<file path="src/rtl/alu_ctrl_pkg.sv">
// Shared constants for the ALU control decoder and its multiply/divide sequencer.
// Latency: n/a (constants and types only).
// Backpressure: n/a.
// Contents: ALUop and funct codes, 4-bit main-ALU op encodings, sequencer state encoding.
// The DIV state only exists when ALU_CTRL_DIV_EN is defined.
package alu_ctrl_pkg;

  localparam logic [1:0] ALUOP_ADD   = 2'b00;
  localparam logic [1:0] ALUOP_SUB   = 2'b01;
  localparam logic [1:0] ALUOP_RTYPE = 2'b10;

  localparam logic [5:0] FN_ADD   = 6'b100000;
  localparam logic [5:0] FN_ADDU  = 6'b100001;
  localparam logic [5:0] FN_SUB   = 6'b100010;
  localparam logic [5:0] FN_SUBU  = 6'b100011;
  localparam logic [5:0] FN_AND   = 6'b100100;
  localparam logic [5:0] FN_OR    = 6'b100101;
  localparam logic [5:0] FN_XOR   = 6'b100110;
  localparam logic [5:0] FN_NOR   = 6'b100111;
  localparam logic [5:0] FN_SLT   = 6'b101010;
  localparam logic [5:0] FN_MULT  = 6'b011000;
  localparam logic [5:0] FN_MULTU = 6'b011001;
  localparam logic [5:0] FN_DIV   = 6'b011010;
  localparam logic [5:0] FN_DIVU  = 6'b011011;
  localparam logic [5:0] FN_MFHI  = 6'b010000;
  localparam logic [5:0] FN_MTHI  = 6'b010001;
  localparam logic [5:0] FN_MFLO  = 6'b010010;
  localparam logic [5:0] FN_MTLO  = 6'b010011;

  localparam logic [3:0] OP_AND = 4'b0000;
  localparam logic [3:0] OP_OR  = 4'b0001;
  localparam logic [3:0] OP_ADD = 4'b0010;
  localparam logic [3:0] OP_XOR = 4'b0011;
  localparam logic [3:0] OP_SUB = 4'b0110;
  localparam logic [3:0] OP_SLT = 4'b0111;
  localparam logic [3:0] OP_NOR = 4'b1100;

  typedef enum logic [1:0] {
    ST_IDLE = 2'd0,
    ST_MUL  = 2'd1,
`ifdef ALU_CTRL_DIV_EN
    ST_DIV  = 2'd2,
`endif
    ST_FIX  = 2'd3
  } md_state_t;

endpackage

</file>
<file path="src/rtl/alu_ctrl_md_seq.sv">
// md_seq: iterative shift-add multiplier / restoring divider with a final sign-fix cycle.
// Latency: WIDTH step cycles plus one FIX cycle after the start edge; results valid while fix=1.
// Backpressure: none; start is ignored unless idle, the parent stalls new requests while busy.
// Ports: clk, rst_n (sync, active low); start_mul/start_div (start_div only with ALU_CTRL_DIV_EN),
//        sgn (signed operation), a/b (raw operands); busy, fix, res_hi/res_lo (sign-corrected result).
module md_seq
  import alu_ctrl_pkg::*;
#(
  parameter int WIDTH = 32,
  parameter int CNT_W = $clog2(WIDTH + 1)
) (
  input  logic             clk,
  input  logic             rst_n,
  input  logic             start_mul,
`ifdef ALU_CTRL_DIV_EN
  input  logic             start_div,
`endif
  input  logic             sgn,
  input  logic [WIDTH-1:0] a,
  input  logic [WIDTH-1:0] b,
  output logic             busy,
  output logic             fix,
  output logic [WIDTH-1:0] res_hi,
  output logic [WIDTH-1:0] res_lo
);

  md_state_t        state, state_nxt;
  logic [CNT_W-1:0] cnt, cnt_nxt;
  // acc: product high half / partial remainder. qr: multiplier then product low half /
  // dividend then quotient. opnd: multiplicand / divisor magnitude.
  logic [WIDTH-1:0] acc, acc_nxt, qr, qr_nxt, opnd, opnd_nxt;
  logic             neg_lo, neg_lo_nxt;
  logic [WIDTH-1:0] a_mag, b_mag;
  logic [WIDTH:0]   mul_sum;
  logic [2*WIDTH-1:0] prod;
`ifdef ALU_CTRL_DIV_EN
  logic             neg_hi, neg_hi_nxt, div_op, div_op_nxt;
  logic [WIDTH:0]   div_t;
`endif

  // |MIN| wraps to MIN, which read as unsigned is exactly the right magnitude.
  assign a_mag = (sgn && a[WIDTH-1]) ? -a : a;
  assign b_mag = (sgn && b[WIDTH-1]) ? -b : b;
  assign busy  = (state != ST_IDLE);
  assign fix   = (state == ST_FIX);

  always_ff @(posedge clk) begin
    if (!rst_n) begin
      state  <= ST_IDLE;
      cnt    <= '0;
      acc    <= '0;
      qr     <= '0;
      opnd   <= '0;
      neg_lo <= 1'b0;
`ifdef ALU_CTRL_DIV_EN
      neg_hi <= 1'b0;
      div_op <= 1'b0;
`endif
    end else begin
      state  <= state_nxt;
      cnt    <= cnt_nxt;
      acc    <= acc_nxt;
      qr     <= qr_nxt;
      opnd   <= opnd_nxt;
      neg_lo <= neg_lo_nxt;
`ifdef ALU_CTRL_DIV_EN
      neg_hi <= neg_hi_nxt;
      div_op <= div_op_nxt;
`endif
    end
  end

  always_comb begin
    state_nxt  = state;
    cnt_nxt    = cnt;
    acc_nxt    = acc;
    qr_nxt     = qr;
    opnd_nxt   = opnd;
    neg_lo_nxt = neg_lo;
    mul_sum    = {1'b0, acc} + (qr[0] ? {1'b0, opnd} : '0);
`ifdef ALU_CTRL_DIV_EN
    neg_hi_nxt = neg_hi;
    div_op_nxt = div_op;
    div_t      = {acc, qr[WIDTH-1]};
`endif
    case (state)
      ST_IDLE: begin
        cnt_nxt = '0;
        if (start_mul) begin
          state_nxt  = ST_MUL;
          acc_nxt    = '0;
          qr_nxt     = b_mag;
          opnd_nxt   = a_mag;
          neg_lo_nxt = sgn & (a[WIDTH-1] ^ b[WIDTH-1]);
`ifdef ALU_CTRL_DIV_EN
          neg_hi_nxt = 1'b0;
          div_op_nxt = 1'b0;
        end else if (start_div) begin
          state_nxt  = ST_DIV;
          acc_nxt    = '0;
          qr_nxt     = a_mag;
          opnd_nxt   = b_mag;
          neg_lo_nxt = sgn & (a[WIDTH-1] ^ b[WIDTH-1]);
          // Remainder takes the dividend's sign.
          neg_hi_nxt = sgn & a[WIDTH-1];
          div_op_nxt = 1'b1;
`endif
        end
      end
      ST_MUL: begin
        // Add-then-shift right: the carry out lands in acc, low bits slide into qr.
        acc_nxt = mul_sum[WIDTH:1];
        qr_nxt  = {mul_sum[0], qr[WIDTH-1:1]};
        cnt_nxt = cnt + CNT_W'(1);
        if (cnt == CNT_W'(WIDTH - 1)) state_nxt = ST_FIX;
      end
`ifdef ALU_CTRL_DIV_EN
      ST_DIV: begin
        // Divisor 0 always subtracts: quotient becomes all ones, remainder the dividend.
        if (div_t >= {1'b0, opnd}) begin
          acc_nxt = div_t[WIDTH-1:0] - opnd;
          qr_nxt  = {qr[WIDTH-2:0], 1'b1};
        end else begin
          acc_nxt = div_t[WIDTH-1:0];
          qr_nxt  = {qr[WIDTH-2:0], 1'b0};
        end
        cnt_nxt = cnt + CNT_W'(1);
        if (cnt == CNT_W'(WIDTH - 1)) state_nxt = ST_FIX;
      end
`endif
      ST_FIX: begin
        state_nxt = ST_IDLE;
        cnt_nxt   = '0;
      end
      default: state_nxt = ST_IDLE;
    endcase
  end

  assign prod = {acc, qr};

  always_comb begin
    {res_hi, res_lo} = neg_lo ? -prod : prod;
`ifdef ALU_CTRL_DIV_EN
    if (div_op) begin
      res_hi = neg_hi ? -acc : acc;
      res_lo = neg_lo ? -qr : qr;
    end
`endif
  end

endmodule

</file>
<file path="src/rtl/alu_ctrl_md.sv">
// alu_ctrl_md: ALU control decode plus HI/LO registers fed by an iterative MULT/DIV sequencer.
// Latency: decode is combinational; MULT/DIV hold busy_o for WIDTH+1 cycles, HI/LO readable as busy_o falls.
// Backpressure: stall_o holds any HI/LO-class instruction while busy; other instructions never stall.
// Ports: clk, rst_n (sync, active low); valid_i, alu_op_i, funct_i, rs_i, rt_i from EX;
//        op_o, illegal_o (decode); hilo_sel_o, hilo_o (MFHI/MFLO read); busy_o, stall_o, md_done_o.
// Build option: define ALU_CTRL_DIV_EN to enable DIV/DIVU; otherwise they decode as illegal.
module alu_ctrl_md
  import alu_ctrl_pkg::*;
#(
  parameter int WIDTH = 32
) (
  input  logic             clk,
  input  logic             rst_n,
  input  logic             valid_i,
  input  logic [1:0]       alu_op_i,
  input  logic [5:0]       funct_i,
  input  logic [WIDTH-1:0] rs_i,
  input  logic [WIDTH-1:0] rt_i,
  output logic [3:0]       op_o,
  output logic             illegal_o,
  output logic             hilo_sel_o,
  output logic [WIDTH-1:0] hilo_o,
  output logic             busy_o,
  output logic             stall_o,
  output logic             md_done_o
);

  localparam int CNT_W = $clog2(WIDTH + 1);

  logic             is_mul, is_div, is_mfhi, is_mflo, is_mthi, is_mtlo, md_class;
  logic             busy, fix, start_mul, md_done;
  logic [WIDTH-1:0] hi, lo, res_hi, res_lo;

  always_comb begin
    op_o      = OP_ADD;
    illegal_o = 1'b0;
    is_mul    = 1'b0;
    is_div    = 1'b0;
    is_mfhi   = 1'b0;
    is_mflo   = 1'b0;
    is_mthi   = 1'b0;
    is_mtlo   = 1'b0;
    case (alu_op_i)
      ALUOP_ADD: op_o = OP_ADD;
      ALUOP_SUB: op_o = OP_SUB;
      ALUOP_RTYPE: begin
        case (funct_i)
          FN_ADD, FN_ADDU:  op_o = OP_ADD;
          FN_SUB, FN_SUBU:  op_o = OP_SUB;
          FN_AND:           op_o = OP_AND;
          FN_OR:            op_o = OP_OR;
          FN_XOR:           op_o = OP_XOR;
          FN_NOR:           op_o = OP_NOR;
          FN_SLT:           op_o = OP_SLT;
          FN_MULT, FN_MULTU: is_mul = 1'b1;
`ifdef ALU_CTRL_DIV_EN
          FN_DIV, FN_DIVU:  is_div = 1'b1;
`endif
          FN_MFHI:          is_mfhi = 1'b1;
          FN_MFLO:          is_mflo = 1'b1;
          FN_MTHI:          is_mthi = 1'b1;
          FN_MTLO:          is_mtlo = 1'b1;
          default:          illegal_o = 1'b1;
        endcase
      end
      default: illegal_o = 1'b1;
    endcase
  end

  assign md_class   = is_mul | is_div | is_mfhi | is_mflo | is_mthi | is_mtlo;
  // The sequencer is idle exactly when not busy, so this also covers "state != IDLE".
  assign stall_o    = valid_i & md_class & busy;
  assign start_mul  = valid_i & is_mul & ~busy;
  assign hilo_sel_o = valid_i & (is_mfhi | is_mflo);
  assign hilo_o     = is_mfhi ? hi : (is_mflo ? lo : '0);
  assign busy_o     = busy;
  assign md_done_o  = md_done;

  md_seq #(
    .WIDTH (WIDTH),
    .CNT_W (CNT_W)
  ) u_seq (
    .clk       (clk),
    .rst_n     (rst_n),
    .start_mul (start_mul),
`ifdef ALU_CTRL_DIV_EN
    .start_div (valid_i & is_div & ~busy),
`endif
    .sgn       (~funct_i[0]),
    .a         (rs_i),
    .b         (rt_i),
    .busy      (busy),
    .fix       (fix),
    .res_hi    (res_hi),
    .res_lo    (res_lo)
  );

  // FIX and MTHI/MTLO can never coincide: MTHI/MTLO only write while idle.
  always_ff @(posedge clk) begin
    if (!rst_n) begin
      hi      <= '0;
      lo      <= '0;
      md_done <= 1'b0;
    end else begin
      md_done <= fix;
      if (fix) begin
        hi <= res_hi;
        lo <= res_lo;
      end else if (valid_i && !busy) begin
        if (is_mthi) hi <= rs_i;
        if (is_mtlo) lo <= rs_i;
      end
    end
  end

endmodule

</file>
<file path="config.mk">
export PLATFORM = sky130hd
export DESIGN_NAME = alu_ctrl_md
export DESIGN_NICKNAME = d
export VERILOG_FILES = /design/src/rtl/alu_ctrl_pkg.sv /design/src/rtl/alu_ctrl_md_seq.sv /design/src/rtl/alu_ctrl_md.sv
export SDC_FILE = /design/constraint.sdc
export NUM_CORES = 1
export LEC_CHECK = 0
export ABC_AREA = 1
export BUFFER_PORTS_ARGS = -buffer_cell sky130_fd_sc_hd__buf_2
export CORE_MARGIN = 3
export CORE_UTILIZATION = 40
export CTS_CLUSTER_DIAMETER = 60
export DETAILED_ROUTE_END_ITERATION = 16
export SLEW_MARGIN = 20
export SYNTH_ARGS = -nofsm -noshare
export SYNTH_HDL_FRONTEND = slang
export SYNTH_SLANG_ARGS = --single-unit
</file>
<file path="constraint.sdc">
create_clock -name clk -period 3.05 [get_ports clk]
set_clock_uncertainty 0.05 [all_clocks]
set_input_delay 0.305 -clock clk [delete_from_list [all_inputs] [get_ports clk]]
set_output_delay 0.305 -clock clk [all_outputs]
set_load 0.01 [all_outputs]
</file>
==> flow_metrics.py, run 1 <==
metrics = {
    "yosys": {
        "synthCells": 2434,
        "synth.area.mux_share_pct": 0,
        "yosysWarnings": 0,
        "synthAdderAreaFrac_pct": 3.93,
        "synthXorXnorAreaFrac_pct": 2.90,
        "synth_compound_area_share_pct": 18.1,
        "ys_seq_elements": 170,
        "synth_edf_count": 0,
        "ys_types": 54,
        "yosys.area.top_type_share_pct": 24.0,
        "synthFlopType": "dfxtp_1",
        "yosys-top-cells-area": "dfxtp_1, nand2_1, inv_1, nor2_1, nand3_1",
        "yosys.area_share.simple_pct": 37.9,
        "syn-num-nets": 2553,
        "synth_top_cell_by_area": "dfxtp_1",
        "ys_seq_area_share_pct": 24.0,
        "synth_top_family_by_area": "simple AND/OR/NAND/NOR gates",
        "async_flop_share_pct": 0,
        "syn_area_per_cell_um2": 5.83,
        "syn-cell-area_um2": 14200,
    },
    "critical_path": {
        "crit_type": "flop to flop",
        "r2r_cells": 16,
        "crit_fanout": 9,
        "crit_path_max_incr_delay_ps": 400,
        "required_ps": 3330,
        "worstPathArrival_ps": 2810,
        "cp_slowest_cell": "fa_1",
        "path_cells": "buf_4, nand2_1, inv_1, ha_1, inv_1, fa_1, inv_1, nand2_1, nand3b_1, nand2_1, nand2_1, nand2_1, nand2_1, nand2_1, nand3_1, a21oi_1",
        "endpoint": "u_seq.acc[29]$_SDFFE_PN0P_",
        "cp-start-kind": "flop",
        "r2r_start": "u_seq.qr[0]$_SDFFE_PN0P_",
        "r2r_end": "u_seq.acc[29]$_SDFFE_PN0P_",
        "startpoint": "u_seq.qr[0]$_SDFFE_PN0P_",
        "crit_path_end_kind": "flop",
        "crit_top_cell": "nand2_1",
        "ff2ff_setup_slack_ps": 520,
    },
    "die": {
        "core_um2": 34800,
        "placementRows": 68,
        "top_level_ports": 116,
        "fp.dieH_um": 194,
        "die-area_um2": 37800,
        "start_util_pct": 40.8,
        "die_x_um": 194,
    },
    "global_routing": {
        "grt_busiest_layer": "met1",
        "grt_max_degree": 79,
        "grt_overflow_total": 0,
        "met1_usage_pct": 42.1,
        "antenna_found_initial": 1,
        "grt_pass1_wl_mm": 84.5,
        "grt_use_met2_pct": 41.5,
        "grtUsageMet3_pct": 5.01,
        "grt_pass1_vias": 14467,
        "grtUsageTotal_pct": 28.4,
    },
    "drt": {
        "wl_per_cell_um": 18.5,
        "via_per_inst": 5.41,
        "drt-initial-drc-count": 1710,
        "post-route-drc-count": 0,
        "ant_nets": 0,
        "drt-total-wl_mm": 55.0,
        "vias": 16112,
        "first_pass_iters": 6,
    },
    "clocking": {
        "clk_path_buf_depth": 2,
        "holdBufCountCts": 0,
        "path_clk_slew_ps": 70,
        "htreeDepth": 4,
        "cts_tree": "done",
        "cts_num_sinks": 170,
        "post_cts_buffers": 0,
        "insertion_delay_ps": 460,
        "postCtsResizedCells": 0,
        "cts-buffers-inserted": 17,
        "cts-root-buf": "clkbuf_16",
    },
    "sta": {
        "fmax_ghz": 0.395,
        "slew_headroom_pct": 47.6,
        "drv_slew": 0,
        "rsz0062_at_grt": "no",
        "period_needed_ps": 2530,
        "finalSetupViolations": 0,
        "worstMarginPinSlew_ps": 783,
        "period_share_pct": 83.0,
        "setup_ws_ps": 520,
        "tns_ps": 0,
        "hold_viol": 0,
    },
    "layout": {
        "final_nets": 2629,
        "fill_cells": 3835,
        "num_antenna_cells": 0,
        "area_growth_pct": 11.2,
        "drive_gt1_share_pct": 10.1,
    },
    "pwr": {
        "irDropWorstVdd_mv": 0.352,
        "cellPowerDensity_nw_per_um2": 362,
        "power_leakage_nw": 7.87,
    },
    "outcome": {
        "outcome": "completed",
    },
    "placement": {
        "dp_hpwl_mm": 43.2,
        "place_congestion": 0.970,
        "dp_slack_ps": 438,
        "port_buffers": 115,
    },
    "run": {
        "cap_violations": 0,
    },
    "worst_hold_path": {
        "hp-class": "input port to flop",
    },
}
stage by stage:
step                hold slack (ps)  area (um2)  utilization [%]  power, W  std cells
detailed placement              407       15200             43.6   0.00341       2946
floorplan                       389       14200                -   0.00303       2434
finish                          123       15800             45.4   0.00571       2977
global route                    134       15800             45.4   0.00592       2977
global placement                405       15200             43.6   0.00341       2946
CTS                             105       15800             45.3   0.00571       2977
sequential cells by signal, indices dropped and copies added (netlist names):
name	count
hi	32
lo	32
u_seq.acc	32
u_seq.opnd	32
u_seq.qr	32
u_seq.cnt	6
u_seq.state	2
md_done_o	1
u_seq.neg_lo	1
report_power, final:
| part | internal [W] | leakage, nW | switching, W |
|---|---|---|---|
| Combinational | 0.000320 | 6.21 | 0.000805 |
| Clock | 0.00125 | 0.294 | 0.00107 |
| Sequential | 0.00224 | 1.37 | 0.0000226 |
| Total | 0.00381 | 7.87 | 0.00190 |
routing by layer:
metal	part of all wire, %	vias up
met5	0.024	-
met3	8.8	77
met1	47	7346
met2	41	695
met4	3.0	2
li1	-	7992
worst max-delay path, delay by kind of cell (launching register included):
| kind | cells | cell delay, ps |
|---|---|---|
| simple gates | 9 | 980 |
| fa+ha+maj | 2 | 560 |
| buf+inv | 4 | 420 |
| flops | 1 | 340 |
| compound gates | 1 | 60 |
cell usage in the layout, fill, tap and decap left out, drive strengths merged, types with 4 or more instances in the layout:
cell type,n
nand3,160
o21ai,151
o21a,7
xnor2,9
o22ai,74
o21bai,4
a21oi,158
xor2,38
nor3,18
o32ai,18
inv,390
nor2,259
dfxtp,170
and2,6
a31oi,6
nand3b,12
clkinv,5
buf,144
o31ai,7
ha,43
nand4,54
o211ai,11
clkbuf,18
or2,6
nand2,740
layout make-up:
| class | count | area (um2) | area share (%) |
|---|---|---|---|
| Multi-Input combinational cell | 1792 | 8920 | 56.6 |
| Sequential cell | 170 | 3400 | 21.6 |
| Inverter | 385 | 1450 | 9.20 |
| Timing Repair Buffer | 144 | 833 | 5.28 |
| Tap cell | 455 | 569 | 3.61 |
| Clock buffer | 18 | 439 | 2.78 |
| Clock inverter | 13 | 159 | 1.01 |
logic make-up after synthesis:
group	count (synthesis)
compound gates	443
buf+inv	472
xor+xnor	47
flops	170
simple gates	1258
fa+ha+maj	44
how the worst min path moves through the flow:
stage / start / endpoint / slack (ps) / cells past startpoint
floorplan: lo[0]$_SDFFE_PN0P_ / lo[0]$_SDFFE_PN0P_ / 390 / 2
global placement: u_seq.qr[15]$_SDFFE_PN0P_ / u_seq.qr[15]$_SDFFE_PN0P_ / 400 / 2
detailed placement: u_seq.qr[29]$_SDFFE_PN0P_ / u_seq.qr[29]$_SDFFE_PN0P_ / 410 / 2
CTS: rs_i[1] / u_seq.opnd[1]$_SDFFE_PN0P_ / 110 / 3
global route: rs_i[1] / u_seq.opnd[1]$_SDFFE_PN0P_ / 130 / 3
finish: rs_i[1] / u_seq.opnd[1]$_SDFFE_PN0P_ / 120 / 3
synth_stat cells (4+ instances only):
cell and count:
a21oi_1 148, inv_2 10, o21ai_1 24, xor2_1 38, o211ai_1 11, buf_1 8
a31oi_1 6, o31ai_1 7, o21a_1 7, buf_4 6, dfxtp_1 170, nor2_2 9
nand3_2 6, o32ai_1 18, nand2_2 11, buf_6 6, nor2_4 8, inv_1 370
clkbuf_1 41, and2_1 6, or2_2 6, o21ai_0 121, nand2_1 727, a21oi_2 10
o22ai_1 74, ha_1 43, xnor2_1 9, nand4_1 52, nand3_1 153, o21bai_1 4
nor3_1 17, nor2_1 242, nand3b_1 10, o21ai_4 4, buf_2 25
Note: power is estimated with default switching activity, not from simulation.
==> run 2: changes to the inputs <==
Settings changed: ABC_AREA 1 to 0.
Clock period 3.05 ns to 2.3 ns, I/O delays scaled along.
==> flow_metrics.py, run 2 <==
metrics = {
    "global_routing": {
        "grtUsageTotal_pct": 24.3,
        "met1_usage_pct": 32.3,
        "grt_overflow_total": 0,
        "grt_busiest_layer": "met2",
        "antenna_found_initial": 0,
        "grt_pass1_wl_mm": 64.6,
        "grt_max_degree": 63,
        "grt_pass1_vias": 12152,
        "grtUsageMet3_pct": 3.84,
        "grt_use_met2_pct": 41.1,
    },
    "yosys": {
        "yosysWarnings": 0,
        "yosysMostFrequentCell": "nand2_1",
        "ys_seq_elements": 170,
        "syn-cell-area_um2": 12100,
        "synth_top_cell_by_area": "dfxtp_1",
        "synth_edf_count": 0,
        "syn-num-nets": 1637,
        "synthTopCellsByCount": "nand2_1, dfxtp_1, o21ai_0, nor2_1, xor2_1",
        "yosys-top-cells-area": "dfxtp_1, xor2_1, mux2i_1, nand2_1, o21ai_0",
        "synthFlopType": "dfxtp_1",
        "synthCells": 1518,
        "async_flop_share_pct": 0,
        "yosys.area.top_type_share_pct": 28.2,
        "ys_seq_area_share_pct": 28.2,
        "syn_area_per_cell_um2": 7.95,
        "ys_types": 72,
    },
    "placement": {
        "port_buffers": 115,
        "dp_hpwl_mm": 30.2,
        "place_congestion": 0.908,
        "place_inst": 2190,
        "place_area_um2": 15100,
    },
    "drt": {
        "post-route-drc-count": 0,
        "ant_nets": 0,
        "first_pass_iters": 5,
        "via_per_inst": 5.63,
        "drt-total-wl_mm": 42.0,
        "wl_per_cell_um": 18.7,
        "drt-initial-drc-count": 820,
        "vias": 12663,
    },
    "sta": {
        "fmax_ghz": 0.367,
        "rsz0062_at_grt": "yes",
        "whs_ps": 54.3,
        "hold_viol": 0,
        "drv_slew": 0,
        "slew_headroom_pct": 57.6,
        "period_share_pct": 118,
        "finalSetupViolations": 68,
        "setup_ws_ps": -425,
        "worstMarginPinSlew_ps": 636,
        "period_needed_ps": 2720,
    },
    "layout": {
        "final_nets": 1972,
        "area_growth_pct": 43.3,
        "final_util_pct": 59.2,
        "final_cells": 2250,
        "final_common_cell": "buf_4",
        "fill_cells": 2576,
        "multi_input_area_um2": 9680,
        "design_area_um2": 17300,
        "num_antenna_cells": 0,
        "final_cell_mix": "buf_4, dfxtp_1, nand2_1",
        "drive_gt1_share_pct": 36.3,
        "regArea_um2": 3410,
    },
    "outcome": {
        "outcome": "finished with violations",
        "violations": "negative setup slack",
    },
    "pwr": {
        "switching_share_pct": 30.3,
        "clkPwrFrac_pct": 38.7,
        "combPwrFrac_pct": 22.6,
        "internal_power_w": 0.00537,
        "p_total_w": 0.00771,
        "irDropWorstVdd_mv": 0.523,
        "p_switching_w": 0.00234,
        "cellPowerDensity_nw_per_um2": 446,
        "pwr-share-seq_pct": 38.8,
        "power_leakage_nw": 7.39,
    },
    "critical_path": {
        "crit_path_end_kind": "flop",
        "crit_type": "flop to flop",
        "r2r_cells": 11,
        "cp-start-kind": "flop",
        "crit_fanout": 7,
        "required_ps": 2580,
        "worstPathArrival_ps": 3010,
    },
    "clocking": {
        "cts-buffers-inserted": 17,
        "clk_path_buf_depth": 2,
        "cts-root-buf": "clkbuf_16",
        "cts_tree": "done",
        "cts_num_sinks": 170,
        "htreeDepth": 4,
        "insertion_delay_ps": 440,
        "path_clk_slew_ps": 70,
    },
    "die": {
        "start_util_pct": 41.3,
        "placementRows": 62,
        "die-area_um2": 32300,
        "top_level_ports": 116,
        "core_um2": 29200,
        "fp.dieH_um": 180,
        "die_x_um": 180,
    },
    "worst_hold_path": {
        "hold_depth": 3,
        "hp-class": "input port to flop",
    },
    "run": {
        "cap_violations": 0,
    },
}
-- run 2: cell types whose count changed after synthesis, moves of 52 or more --
cell     before  now
inv_1       370   25
nand3_1     153   25
xnor2_1       9   61
nand2_1     727  177
mux2i_1       0   67
nor2_1      242  113
a21oi_1     148   81
-- run 2: area by class of cell --
cell class	instances	area share, %
multi-input cells	1226	56.0
flip-flops and latches	170	19.7
repair buffers	412	17.6
well taps	384	2.78
clock buffers	20	2.52
clock inverters	12	0.861
inverters	26	0.564
-- run 2: kinds of logic after synthesis --
kind of cell	Yosys count	share of synthesized area [%]
flops	170	28.2
fa+ha+maj	44	4.62
mux	98	8.45
simple gates	511	20.7
compound gates	423	23.3
xor+xnor	150	10.9
buf+inv	122	3.88
-- run 2: worst max-delay path: stages, from the launching register on --
cell and delay, ps:
dfxtp_4 390, buf_6 140, and2_4 140, ha_4 260, o21a_1 180, o21ai_2 90, a211oi_4 280, a2111oi_4 150
or4b_4 550, nor2_4 110, nor4b_1 60, a211o_1 230
-- run 2: worst paths after layout --
check | start | endpoint | slack [ps]
max | u_seq.qr[0]$_SDFFE_PN0P_ | u_seq.acc[28]$_SDFFE_PN0P_ | -420
min | rs_i[0] | u_seq.opnd[0]$_SDFFE_PN0P_ | 50
max reg2reg | u_seq.qr[0]$_SDFFE_PN0P_ | u_seq.acc[28]$_SDFFE_PN0P_ | -420
min reg2reg | u_seq.opnd[0]$_SDFFE_PN0P_ | u_seq.opnd[0]$_SDFFE_PN0P_ | 430
-- run 2: routing by layer --
metal,vias to the layer above,wire (um),share of wire (%)
met5,-,0,0
met4,0,976,2.3
met3,65,1930,4.6
met2,359,20500,49
met1,6113,18600,44
li1,6126,-,-
-- run 2: repair_timing --
action,4_1_cts,5_1_grt
endpoints found under the setup margin,70,78
resized for setup,180,99
pin swaps,93,95
hold buffers,0,0
cloned,0,2
setup buffers,19,16
-- run 2: power by group through the flow --
stage / sequential, W / clock [W] / combinational, W
after global placement: 0.00305 / 0 / 0.00130
after global routing: 0.00299 / 0.00313 / 0.00186
after detailed placement: 0.00305 / 0 / 0.00132
after floorplan: 0.00306 / 0 / 0.000748
final: 0.00299 / 0.00298 / 0.00174
after CTS: 0.00299 / 0.00301 / 0.00157
-- run 2: stage by stage --
stage | TNS [ps] | worst slack, ps
5_1_grt | -25260 | -543
3_5_place_dp | -22910 | -669
2_1_floorplan | -8470 | -392
3_3_place_gp | -19830 | -610
4_1_cts | -15580 | -403
6_report | -18910 | -425
==> run 3: changes to the inputs <==
Settings changed: PLACE_DENSITY from default to 0.66.
==> flow_metrics.py, run 3 (synthesized netlist as in run 2, its figures left out) <==
metrics = {
    "critical_path": {
        "required_ps": 2560,
        "worstPathArrival_ps": 3010,
        "crit_path_end_kind": "flop",
        "cp-start-kind": "flop",
        "path_cells": "or4_4, or3_4, nor4_4, buf_4, buf_6, buf_6, nand3b_1, o21ai_2, xor2_1, o22ai_1",
        "crit_fanout": 4,
        "crit_top_cell": "buf_6",
        "critical_path_buf_inv_count": 3,
        "crit_type": "flop to flop",
        "critPathTopFamily": "simple AND/OR/NAND/NOR gates",
        "crit_path_max_incr_delay_ps": 530,
        "cp_slowest_cell": "or4_4",
    },
    "sta": {
        "whs_ps": 50.8,
        "tns_ps": -18710,
        "slew_headroom_pct": 52.6,
        "setup_ws_ps": -453,
        "fmax_ghz": 0.363,
        "worstMarginPinSlew_ps": 712,
        "period_share_pct": 120,
        "finalSetupViolations": 66,
        "period_needed_ps": 2750,
        "hold_viol": 0,
        "drv_slew": 0,
        "rsz0062_at_grt": "yes",
    },
    "layout": {
        "area_growth_pct": 44.9,
        "num_antenna_cells": 0,
        "regArea_um2": 3420,
        "design_area_um2": 17500,
        "multi_input_area_um2": 9770,
        "final_nets": 1970,
        "final_common_cell": "buf_4",
        "drive_gt1_share_pct": 37.6,
        "final_cell_mix": "buf_4, dfxtp_1, nand2_1",
        "fill_cells": 2416,
    },
    "clocking": {
        "clk_path_buf_depth": 2,
        "cts_num_sinks": 170,
        "htreeDepth": 4,
        "path_clk_slew_ps": 60,
        "cts_tree": "done",
        "cts-root-buf": "clkbuf_16",
        "cts-buffers-inserted": 17,
        "holdBufCountCts": 0,
        "insertion_delay_ps": 450,
    },
    "placement": {
        "place_area_um2": 15200,
        "dp_slack_ps": -598,
        "dp_hpwl_mm": 30.3,
        "place_congestion": 0.905,
        "port_buffers": 115,
    },
    "die": {
        "top_level_ports": 116,
        "placementRows": 62,
        "fp.dieH_um": 180,
        "start_util_pct": 41.3,
        "die_x_um": 180,
        "core_um2": 29200,
        "die-area_um2": 32300,
    },
    "outcome": {
        "violations": "negative setup slack",
        "outcome": "finished with violations",
    },
    "drt": {
        "drt-total-wl_mm": 42.2,
        "vias": 12783,
        "drt-initial-drc-count": 1002,
        "wl_per_cell_um": 18.8,
        "via_per_inst": 5.69,
        "dr_wl_met3_mm": 2.32,
        "post-route-drc-count": 0,
        "wl_met1_mm": 18.3,
        "dr_wl_met2_mm": 20.6,
        "ant_nets": 0,
        "top_layer": "met4",
        "first_pass_iters": 7,
    },
    "pwr": {
        "power_leakage_nw": 7.42,
        "cellPowerDensity_nw_per_um2": 454,
        "p_total_w": 0.00794,
        "irDropWorstVdd_mv": 0.579,
    },
    "run": {
        "cap_violations": 0,
    },
    "global_routing": {
        "grtUsageTotal_pct": 24.1,
        "grt_overflow_total": 0,
        "grt_pass1_wl_mm": 64.5,
        "grt_pass1_vias": 12358,
        "grt_max_degree": 60,
        "antenna_found_initial": 0,
    },
    "worst_hold_path": {
        "hp-class": "input port to flop",
    },
}
-- run 3: cell types whose count changed in the layout (fill, tap and decap cells not counted), sizes merged --
cell	previous run	this run
clkinvlp	4	0
bufinv	3	4
clkbuf	22	21
clkinv	4	5
-- run 3: stage by stage --
| stage | cells | util [%] |
|---|---|---|
| floorplan | 1518 | - |
| global placement | 2188 | 51.8 |
| detailed placement | 2188 | 51.8 |
| CTS | 2231 | 56.8 |
| global route | 2247 | 59.8 |
| finish | 2247 | 59.8 |
-- run 3: cell type report --
cell class | instances | area share (%)
clock inverter | 10 | 0.945
timing repair buffer | 410 | 17.6
clock buffer | 21 | 2.69
inverter | 26 | 0.572
tap | 384 | 2.75
multi-input combinational | 1226 | 55.9
sequential | 170 | 19.5
-- run 3: worst reg2reg max path: stages, from the launching register on --
cell,delay [ps]
dfxtp_2,320
or4_4,530
or3_4,360
nor4_4,260
buf_4,180
buf_6,120
buf_6,110
nand3b_1,170
o21ai_2,170
xor2_1,230
o22ai_1,120
-- run 3: per-layer routing --
layer / vias up / GRT usage (%)
li1: 6109 / -
met2: 423 / 40.2
met1: 6186 / 32.3
met3: 65 / 3.56
met5: - / 0
met4: 0 / 7.55
-- run 3: final timing paths --
| kind | start | end | slack (ps) | cells after the start |
|---|---|---|---|---|
| worst min register to register | u_seq.opnd[31]$_SDFFE_PN0P_ | u_seq.opnd[31]$_SDFFE_PN0P_ | 420 | 2 |
| worst min-delay path | rs_i[0] | u_seq.opnd[0]$_SDFFE_PN0P_ | 50 | 3 |
| worst max-delay path | u_seq.qr[19]$_SDFFE_PN0P_ | hi[10]$_SDFFE_PN0P_ | -450 | 10 |
| worst max register to register | u_seq.qr[19]$_SDFFE_PN0P_ | hi[10]$_SDFFE_PN0P_ | -450 | 10 |
-- run 3: report_power, final --
group / leakage, nW / switching (W) / internal (W)
Sequential: 1.37 / 0.0000212 / 0.00297
Clock: 0.313 / 0.00127 / 0.00190
Combinational: 5.73 / 0.00104 / 0.000733
Total: 7.42 / 0.00233 / 0.00561
-- run 3: what timing repair did --
item | CTS | global route
setup endpoints to repair | 70 | 75
pin swaps | 85 | 114
setup buffers | 25 | 22
gates resized for setup | 163 | 151
cloned | 1 | 0
